--- src/rtl/div_unit.sv ---
// div_unit: multi-cycle radix-2 restoring divider for the EX stage.
// Works on operand magnitudes and applies the sign fix-up on the final
// iteration. Stalls the pipeline while busy; flush aborts at any time.
module div_unit #(
  parameter int WIDTH = 32
) (
  input  logic             clk,
  input  logic             rst_n,
  input  logic             flush,
  input  logic             start,
  input  logic             signed_op,
  input  logic [WIDTH-1:0] dividend,
  input  logic [WIDTH-1:0] divisor,
  output logic             stallreq_for_ex,
  output logic             result_valid,
  output logic [WIDTH-1:0] quotient,
  output logic [WIDTH-1:0] remainder
);

  localparam int CW = $clog2(WIDTH + 1);
  localparam logic [CW-1:0] LAST_ITER = CW'(WIDTH - 1);

  typedef enum logic [1:0] {IDLE, ZERO, CALC, DONE} state_t;

  state_t           state_q, state_d;
  logic [CW-1:0]    cnt_q, cnt_d;
  logic             signed_q, signed_d;
  logic             qneg_q, qneg_d;
  logic             rneg_q, rneg_d;
  logic [WIDTH-1:0] dvd_orig_q, dvd_orig_d;
  logic [WIDTH-1:0] dvs_mag_q, dvs_mag_d;
  logic [WIDTH-1:0] prem_q, prem_d;
  logic [WIDTH-1:0] quo_work_q, quo_work_d;
  logic [WIDTH-1:0] quotient_q, quotient_d;
  logic [WIDTH-1:0] remainder_q, remainder_d;

  // One restoring step: shift in the next dividend bit, trial-subtract.
  logic [WIDTH:0]   shifted;
  logic [WIDTH:0]   diff;
  logic [WIDTH-1:0] prem_next;
  logic [WIDTH-1:0] quo_next;
  logic             a_neg, b_neg;

  function automatic logic [WIDTH-1:0] neg_if(input logic neg, input logic [WIDTH-1:0] v);
    return neg ? (~v + WIDTH'(1)) : v;
  endfunction

  // Datapath for the current restoring iteration.
  always_comb begin
    shifted   = {prem_q, quo_work_q[WIDTH-1]};
    diff      = shifted - {1'b0, dvs_mag_q};
    prem_next = diff[WIDTH] ? shifted[WIDTH-1:0] : diff[WIDTH-1:0];
    quo_next  = {quo_work_q[WIDTH-2:0], ~diff[WIDTH]};
    a_neg     = signed_op & dividend[WIDTH-1];
    b_neg     = signed_op & divisor[WIDTH-1];
  end

  // Next-state and register-update logic; flush overrides everything.
  always_comb begin
    state_d     = state_q;
    cnt_d       = cnt_q;
    signed_d    = signed_q;
    qneg_d      = qneg_q;
    rneg_d      = rneg_q;
    dvd_orig_d  = dvd_orig_q;
    dvs_mag_d   = dvs_mag_q;
    prem_d      = prem_q;
    quo_work_d  = quo_work_q;
    quotient_d  = quotient_q;
    remainder_d = remainder_q;

    case (state_q)
      IDLE: begin
        if (start) begin
          signed_d   = signed_op;
          qneg_d     = a_neg ^ b_neg;
          rneg_d     = a_neg;
          dvd_orig_d = dividend;
          quo_work_d = neg_if(a_neg, dividend);
          dvs_mag_d  = neg_if(b_neg, divisor);
          prem_d     = '0;
          cnt_d      = '0;
          state_d    = (divisor == '0) ? ZERO : CALC;
        end
      end
      CALC: begin
        prem_d     = prem_next;
        quo_work_d = quo_next;
        cnt_d      = cnt_q + CW'(1);
        if (cnt_q == LAST_ITER) begin
          quotient_d  = neg_if(signed_q & qneg_q, quo_next);
          remainder_d = neg_if(signed_q & rneg_q, prem_next);
          state_d     = DONE;
        end
      end
      ZERO: begin
        quotient_d  = '1;
        remainder_d = dvd_orig_q;
        state_d     = DONE;
      end
      DONE: begin
        state_d = IDLE;
      end
      default: state_d = IDLE;
    endcase

    if (flush) begin
      state_d     = IDLE;
      quotient_d  = quotient_q;
      remainder_d = remainder_q;
    end
  end

  // State and datapath registers.
  always_ff @(posedge clk or negedge rst_n) begin
    if (!rst_n) begin
      state_q     <= IDLE;
      cnt_q       <= '0;
      signed_q    <= 1'b0;
      qneg_q      <= 1'b0;
      rneg_q      <= 1'b0;
      dvd_orig_q  <= '0;
      dvs_mag_q   <= '0;
      prem_q      <= '0;
      quo_work_q  <= '0;
      quotient_q  <= '0;
      remainder_q <= '0;
    end else begin
      state_q     <= state_d;
      cnt_q       <= cnt_d;
      signed_q    <= signed_d;
      qneg_q      <= qneg_d;
      rneg_q      <= rneg_d;
      dvd_orig_q  <= dvd_orig_d;
      dvs_mag_q   <= dvs_mag_d;
      prem_q      <= prem_d;
      quo_work_q  <= quo_work_d;
      quotient_q  <= quotient_d;
      remainder_q <= remainder_d;
    end
  end

  // Stall covers the accept cycle and every busy cycle, never DONE or flush.
  always_comb begin
    stallreq_for_ex = rst_n & ~flush &
                      (((state_q == IDLE) & start) | (state_q == CALC) | (state_q == ZERO));
    result_valid    = (state_q == DONE);
    quotient        = quotient_q;
    remainder       = remainder_q;
  end

endmodule

--- config.mk ---
export PLATFORM = sky130hd
export DESIGN_NAME = div_unit
export DESIGN_NICKNAME = d
export VERILOG_FILES = /design/src/rtl/div_unit.sv
export SDC_FILE = /design/constraint.sdc
export NUM_CORES = 1
export LEC_CHECK = 0
export ABC_AREA = 1
export CAP_MARGIN = 20
export CORE_ASPECT_RATIO = 0.6
export CORE_UTILIZATION = 29
export DETAILED_ROUTE_END_ITERATION = 8
export GPL_TIMING_DRIVEN = 0
export PLACE_DENSITY = 0.52
export RECOVER_POWER = 25
export SETUP_SLACK_MARGIN = 0.1
export SLEW_MARGIN = 25
export SYNTH_ARGS = -nofsm -noshare
export SYNTH_HDL_FRONTEND = slang
export SYNTH_SLANG_ARGS = --single-unit
export TNS_END_PERCENT = 5
--- constraint.sdc ---
create_clock -name clk -period 5 [get_ports clk]
set_clock_uncertainty 0.15 [all_clocks]
set_input_delay 0.5 -clock clk [delete_from_list [all_inputs] [get_ports clk]]
set_output_delay 0.5 -clock clk [all_outputs]
set_load 0.005 [all_outputs]
==> results_tabular.tex, run 1 <==
\begin{tabular}{lr}
\hline
Metric & Value \\
\hline
\multicolumn{2}{l}{\textbf{Yosys}} \\
Most frequent cell after synthesis & nand2\_1 \\
Number of standard cells after synthesis & 2127 \\
Share of synthesized flip-flops with an asynchronous set or reset & 100\% \\
Top post-synthesis cells by count & 650 x nand2\_1, 270 x inv\_1, 203 x dfrtp\_1 \\
Avg Inst Size Synth & 6.74 µm² \\
Area leader, netlist & dfrtp\_1 \\
Count of different cell masters after synthesis & 49 \\
Cells taking the most area after synthesis & dfrtp\_1 35\%, nand2\_1 17\%, inv\_1 7.1\% \\
Number of enable flip-flop cells after synthesis & 0 \\
Post-synth design cell area & 0.0143 mm² \\
Most used flip-flop cell after synthesis & dfrtp\_1 \\
Share of the yosys chip area belonging to registers & 35.4\% \\
Area share of the leading cell type in the synthesized netlist & 35.4\% \\
Number of warnings reported in the yosys synthesis log & 0 \\
Total nets after synthesis & 2238 \\
Flops \& latches, synth & 203 \\
\multicolumn{2}{l}{\textbf{GRT}} \\
Via count of the first global-routing pass & 14000 \\
GRT Total Usage & 22.9\% \\
Global-route wire length before repair & 86.6 mm \\
Antenna violations before repair & 2 \\
Total global routing overflow & 0 \\
Pin count of the biggest net entering global routing & 89 \\
\multicolumn{2}{l}{\textbf{Timing}} \\
Tmin final & 4770 ps \\
Share of the clock period used by the worst path after layout & 95.4\% \\
Hold WS & 274 ps \\
Achievable clock frequency & 210 MHz \\
Slew of the pin with the lowest slew margin & 2300 ps \\
Number of endpoints failing setup at the final stage & 0 \\
Hold violation total from the final report & 0 \\
Accumulated negative setup slack & 0 ps \\
Number of slew-limit violations in the final report & 87 \\
Setup repair after global routing missed its margin & yes \\
Worst rel slew slack & -53.0\% \\
Final setup slack of the worst path & 232 ps \\
\multicolumn{2}{l}{\textbf{Routing}} \\
Total vias in the final route & 14800 \\
Post-detailed-route wirelength per cell & 19.5 µm \\
Number of detailed-route iterations in the first pass & 5 \\
Drt initial violations & 1734 \\
Wire length reported by the detailed router & 57.6 mm \\
Average via count per standard cell & 5.01 \\
Final antenna-violating net count & 0 \\
Total DRC errors in the routed layout & 0 \\
\multicolumn{2}{l}{\textbf{Floorplan}} \\
Initial standard-cell utilization of the core & 29.7\% \\
Placement row count & 62 \\
Overall die height & 174 µm \\
Width of the chip & 289 µm \\
Top Ports & 135 \\
Core Box Area & 0.0483 mm² \\
Die Area & 0.0503 mm² \\
\multicolumn{2}{l}{\textbf{Clocking}} \\
Root buffer cell & clkbuf\_16 \\
CTS buffer count & 24 \\
Clock input transition at the sequential cells of the worst setup and hold paths & 60 ps \\
Number of clock sinks & 203 \\
Insertion delay of the later-clocked pin in the worst-skew pair & 570 ps \\
TritonCTS clock tree & built \\
Longest Clk Path Bufs & 3 \\
H-tree depth & 1 \\
\multicolumn{2}{l}{\textbf{Power and ir drop}} \\
Power density cells & 860 mW/mm² \\
IR Drop Worst-Case VDD & 0.000457 V \\
Leakage power figure & 8.82 nW \\
Power Total & 15.1 mW \\
\multicolumn{2}{l}{\textbf{Final layout}} \\
Area of all placed cells without fillers & 0.0176 mm² \\
Fraction of final layout cells with drive strength greater than 1 & 6.91\% \\
Number of nets in the finished design & 2408 \\
Area growth from synthesis to layout & 22.8\% \\
Area of combinational cells with multiple inputs & 0.00798 mm² \\
Register area & 0.00508 mm² \\
Fillers & 5161 \\
\multicolumn{2}{l}{\textbf{Critical path}} \\
Endpoint class of the critical path & register \\
CP arrival & 5070 ps \\
Critical path required time & 5310 ps \\
Worst setup SP type & register \\
Critical Setup Path Class & reg2reg \\
Maximum fanout encountered on the critical timing path & 10 \\
\multicolumn{2}{l}{\textbf{Placed design}} \\
Port Buffer Count & 134 \\
Post-DP HPWL & 47.0 mm \\
Post-place setup slack & -518 ps \\
Area post-placement & 0.0165 mm² \\
RePlAce Congestion & 0.938 \\
\multicolumn{2}{l}{\textbf{Run status}} \\
Outcome & finished, violations left \\
Failing checks & capacitance limit, slew limit \\
\multicolumn{2}{l}{\textbf{Min path}} \\
Type of the tightest min-delay check & in2async \\
\multicolumn{2}{l}{\textbf{Run}} \\
Max-cap viol count & 1 \\
\hline
\end{tabular}
layout by cell type, fill, tap and decap left out, types with 8 or more instances in the layout:
master and instances:
nor2_2 8, a31oi_1 13, inv_2 9, o211ai_1 22, dfrtp_1 203, o22ai_1 41, nand4_1 19, nor2_1 188
nand3_1 99, nand2_2 40, nand2_1 649, xor2_1 57, o21ai_1 12, clkbuf_16 24, buf_4 13, xnor2_1 23
inv_1 266, o21bai_1 8, o21ai_0 180, clkbuf_1 58, nor4_1 11, clkdlybuf4s50_1 133, a21oi_1 75, nor3_1 26
ha_1 37
registers in the layout, indices dropped and copies added, names as in the netlist, 2 cells and up:
register    flops
remainder      32
prem_q         32
dvs_mag_q      32
state_q         2
dvd_orig_q     32
cnt_q           6
quotient       32
quo_work_q     32
cells by family (layout without fill, tap and decap cells):
| family | count (synthesis) | count (layout) | synth area share [%] |
|---|---|---|---|
| other | 0 | 1 | 0 |
| flip-flops | 203 | 203 | 35.4 |
| AND/OR/NAND/NOR | 1075 | 1075 | 31.7 |
| XOR/XNOR | 80 | 80 | 4.89 |
| buffers and inverters | 353 | 541 | 9.62 |
| adder cells (fa/ha/maj) | 42 | 42 | 3.72 |
| AO/OA/AOI/OAI | 374 | 374 | 14.7 |
stage by stage:
step / cells / utilization [%]
after floorplan: 2127 / -
after global placement: 2901 / 34.1
after detailed placement: 2903 / 34.2
after CTS: 2949 / 36.2
after global routing: 2955 / 36.4
final: 2956 / 36.4
area by class of cell:
type	count	area share, %
multi-input cells	1571	45.4
clock buffers	31	3.68
well taps	640	4.55
repair buffers	144	8.19
flip-flops and latches	203	28.9
diodes	1	0.0142
clock inverters	13	1.46
plain buffers	71	1.86
inverters	282	6.04
layer usage:
metal / up-vias / GRT usage, % / part of all wire (%)
li1: 7171 / - / -
met1: 7040 / 37.6 / 52
met2: 556 / 28.7 / 36
met3: 43 / 7.09 / 11
met4: 0 / 2.74 / 1.2
met5: - / 0 / 0
worst max-delay path, cell delays in order, from the launching register on:
cell and delay, ps:
dfrtp_1 380, inv_1 300, ha_1 360, nand2_1 110
a21oi_1 70, nor2_1 140, nand2_1 140, a21oi_4 270
nand3_4 180, nand2_4 160, buf_6 170, ha_2 210
nand3_2 130, nor3_4 230, nand3_2 130, nor3_4 270
buf_4 170, nand4_1 200, o21ai_1 320, o21ai_0 180
xor2_1 190, o22ai_1 120, inv_1 60
power by group:
part / switching (mW) / internal [mW]
sequential: 0.622 / 2.37
combinational: 6.76 / 3.35
clock: 0.799 / 1.24
total: 8.18 / 6.96
final timing paths:
path,start,to,slack [ps],cells past startpoint
setup reg to reg,dvs_mag_q[29],quotient[28],230,22
hold reg to reg,dvs_mag_q[12],dvs_mag_q[12],330,2
min in group clk,dvs_mag_q[12],dvs_mag_q[12],330,2
hold / removal,rst_n,prem_q[27],270,2
max in group asynchronous,rst_n,quo_work_q[12],1930,3
setup / recovery,dvs_mag_q[29],quotient[28],230,22
timing repair:
action,in CTS,in global routing
pin swaps,1,5
hold endpoints to repair,30,0
resized for setup,7,23
setup endpoints to repair,5,5
buffers inserted,1,6
hold buffers,1,0
No activity file was read; power rests on OpenSTA's default activity.
==> run 2, diff against run 1 <==
--- a/config.mk
+++ b/config.mk
@@ -12,5 +12,5 @@
 export DETAILED_ROUTE_END_ITERATION = 8
 export GPL_TIMING_DRIVEN = 0
-export PLACE_DENSITY = 0.52
+export PLACE_DENSITY = 0.54
 export RECOVER_POWER = 25
 export SETUP_SLACK_MARGIN = 0.1
==> constraint.sdc (replaced) <==
create_clock -name clk -period 5 [get_ports clk]
set_clock_uncertainty 0.15 [all_clocks]
set_input_delay 0.75 -clock clk [delete_from_list [all_inputs] [get_ports clk]]
set_output_delay 0.75 -clock clk [all_outputs]
set_load 0.005 [all_outputs]
==> run 2 against run 1 <==
Net effect: the flow still finishes with violations (capacitance limit, slew limit); hold slack better by 56 ps; sequential share of layout area is 0.28 points higher; non-clock buffer count is 3 lower; cell count is 0.20% lower; critical endpoint unchanged; largest power group unchanged; highest routed layer is now met5.
==> results_tabular.tex, run 2 (same netlist as run 1, synthesis figures left out) <==
\begin{tabular}{lr}
\hline
Metric & Value \\
\hline
\multicolumn{2}{l}{\textbf{Run status}} \\
Outcome & finished, violations left (unchanged) \\
Failing checks & capacitance limit, slew limit (unchanged) \\
\multicolumn{2}{l}{\textbf{Timing}} \\
Achievable clock frequency & 215 MHz (was 210 MHz) \\
Setup repair after global routing missed its margin & no (was yes) \\
Accumulated negative setup slack & 0 ps (unchanged) \\
Slew of the pin with the lowest slew margin & 2190 ps (was 2300 ps) \\
Tmin final & 4650 ps (was 4770 ps) \\
Worst rel slew slack & -45.8\% (was -53.0\%) \\
Hold violation total from the final report & 0 (unchanged) \\
Final setup slack of the worst path & 354 ps (was 232 ps) \\
Share of the clock period used by the worst path after layout & 92.9\% (was 95.4\%) \\
Number of slew-limit violations in the final report & 85 (was 87) \\
Number of endpoints failing setup at the final stage & 0 (unchanged) \\
\multicolumn{2}{l}{\textbf{Routing}} \\
Total vias in the final route & 14800 (unchanged) \\
Total DRC errors in the routed layout & 0 (unchanged) \\
Number of detailed-route iterations in the first pass & 5 (unchanged) \\
Post-detailed-route wirelength per cell & 19.4 µm (was 19.5 µm) \\
Final antenna-violating net count & 0 (unchanged) \\
Drt initial violations & 1445 (was 1734) \\
Wire length reported by the detailed router & 57.2 mm (was 57.6 mm) \\
Average via count per standard cell & 5.02 (was 5.01) \\
\multicolumn{2}{l}{\textbf{Final layout}} \\
Number of nets in the finished design & 2404 (was 2408) \\
Commonest non-fill, non-tap cells in the layout & 649 x nand2\_1, 267 x inv\_1, 203 x dfrtp\_1 (was 649 x nand2\_1, 266 x inv\_1, 203 x dfrtp\_1) \\
Antenna Cells & 0 (was 1) \\
Most common cell after layout, fill and taps aside & nand2\_1 (unchanged) \\
Fraction of final layout cells with drive strength greater than 1 & 6.49\% (was 6.91\%) \\
Area growth from synthesis to layout & 21.6\% (was 22.8\%) \\
\multicolumn{2}{l}{\textbf{Critical path}} \\
Worst path slowest cell & dfrtp\_1 (unchanged) \\
Worst setup SP type & register (unchanged) \\
Critical Setup Path Class & reg2reg (unchanged) \\
Critical path required time & 5300 ps (was 5310 ps) \\
Maximum fanout encountered on the critical timing path & 10 (unchanged) \\
Worst-case reg-to-reg path depth & 21 (was 22) \\
Worst path max stage delay & 390 ps (was 380 ps) \\
CP arrival & 4940 ps (was 5070 ps) \\
Endpoint class of the critical path & register (unchanged) \\
Cells along the critical path & inv\_1 -> ha\_1 -> a21oi\_1 -> nand2\_1 -> clkinv\_1 -> nand2\_1 -> a21oi\_4 -> nand3\_4 -> nand2\_4 -> buf\_4 -> ha\_1 -> nand3\_1 -> nor3\_2 -> nand3\_2 -> nor3\_4 -> nand4\_1 -> o21ai\_1 -> o21ai\_0 -> xor2\_1 -> o22ai\_1 -> inv\_1 (was inv\_1 -> ha\_1 -> nand2\_1 -> a21oi\_1 -> nor2\_1 -> nand2\_1 -> a21oi\_4 -> nand3\_4 -> nand2\_4 -> buf\_6 -> ha\_2 -> nand3\_2 -> nor3\_4 -> nand3\_2 -> nor3\_4 -> buf\_4 -> nand4\_1 -> o21ai\_1 -> o21ai\_0 -> xor2\_1 -> o22ai\_1 -> inv\_1) \\
\multicolumn{2}{l}{\textbf{Clocking}} \\
H-tree depth & 1 (unchanged) \\
Longest Clk Path Bufs & 3 (unchanged) \\
Number of clock sinks & 203 (unchanged) \\
Root buffer cell & clkbuf\_16 (unchanged) \\
Clock input transition at the sequential cells of the worst setup and hold paths & 60 ps (about the same) \\
CTS buffer count & 23 (was 24) \\
Insertion delay of the later-clocked pin in the worst-skew pair & 560 ps (was 570 ps) \\
TritonCTS clock tree & built (unchanged) \\
\multicolumn{2}{l}{\textbf{GRT}} \\
Global-route wire length before repair & 85.6 mm (was 86.6 mm) \\
Antenna violations before repair & 1 (was 2) \\
Pin count of the biggest net entering global routing & 85 (was 89) \\
Total global routing overflow & 0 (unchanged) \\
GRT Total Usage & 22.7\% (was 22.9\%) \\
Via count of the first global-routing pass & 13800 (was 14000) \\
\multicolumn{2}{l}{\textbf{Floorplan}} \\
Top Ports & 135 (unchanged) \\
Width of the chip & 289 µm (unchanged) \\
Placement row count & 62 (unchanged) \\
Overall die height & 174 µm (unchanged) \\
Initial standard-cell utilization of the core & 29.7\% (unchanged) \\
Die Area & 0.0503 mm² (unchanged) \\
Core Box Area & 0.0483 mm² (unchanged) \\
\multicolumn{2}{l}{\textbf{Power and ir drop}} \\
Power density cells & 855 mW/mm² (was 860 mW/mm²) \\
IR Drop Worst-Case VDD & 0.000559 V (was 0.000457 V) \\
Power Total & 14.9 mW (was 15.1 mW) \\
Leakage power figure & 8.75 nW (was 8.82 nW) \\
\multicolumn{2}{l}{\textbf{Placed design}} \\
RePlAce Congestion & 0.972 (was 0.938) \\
Port Buffer Count & 134 (unchanged) \\
Post-DP HPWL & 47.1 mm (was 47.0 mm) \\
Post-place setup slack & -496 ps (was -518 ps) \\
\multicolumn{2}{l}{\textbf{Run}} \\
Max-cap viol count & 1 (unchanged) \\
\multicolumn{2}{l}{\textbf{Min path}} \\
Type of the tightest min-delay check & reg2reg (was in2async) \\
Worst hold path stage count & 2 \\
\hline
\end{tabular}
run 2: final cells by class:
cell class,instances,area (µm²)
flip-flops and latches,203,5080
clock buffers,29,628
multi-input cells,1571,7950
clock inverters,13,174
well taps,640,801
repair buffers,141,1420
fillers,5198,30900
inverters,282,1060
plain buffers,71,323
run 2: per-layer routing:
metal | GRT usage [%] | wire [µm] | up-vias
met5 | 0 | 9 | -
met4 | 2.15 | 424 | 2
met3 | 9.93 | 7250 | 36
met2 | 28.3 | 20500 | 565
met1 | 35.8 | 29000 | 7032
li1 | - | - | 7175
run 2: worst paths after layout:
check | endpoint | startpoint | slack [ps]
max in group asynchronous | quo_work_q[9] | rst_n | 1680
max | quotient[28] | dvs_mag_q[23] | 350
min in group asynchronous | prem_q[29] | rst_n | 570
min | remainder[30] | remainder[30] | 330
min reg2reg | remainder[30] | remainder[30] | 330
max reg2reg | quotient[28] | dvs_mag_q[23] | 350
run 2: what timing repair did:
action	4_1_cts	5_1_grt
hold buffers	1	0
gates resized for setup	6	12
buffers inserted	3	1
pin swaps	2	2
hold endpoints to repair	42	0
endpoints found under the setup margin	5	5
run 2: where the power goes:
group	internal [mW]	switching [mW]	leakage [nW]
clock network	1.06	0.784	0.386
logic	3.31	6.76	5.82
registers	2.37	0.608	2.55
run 2: through the flow:
stage	cell area (µm²)	instances	utilization, %	hold WS (ps)
floorplan	14300	2127	-	294
finish	17400	2950	36.1	331
detailed placement	16500	2903	34.2	316
global placement	16500	2901	34.1	316
CTS	17400	2949	36.0	333
global route	17400	2950	36.1	358
run 2: worst max-delay path: cells and delay by family (launching register included):
kind | cells | cell delay (ps)
AND/OR/NAND/NOR | 9 | 1550
AO/OA/AOI/OAI | 5 | 1160
adder cells (fa/ha/maj) | 2 | 550
buffers and inverters | 4 | 520
flip-flops | 1 | 390
XOR/XNOR | 1 | 180
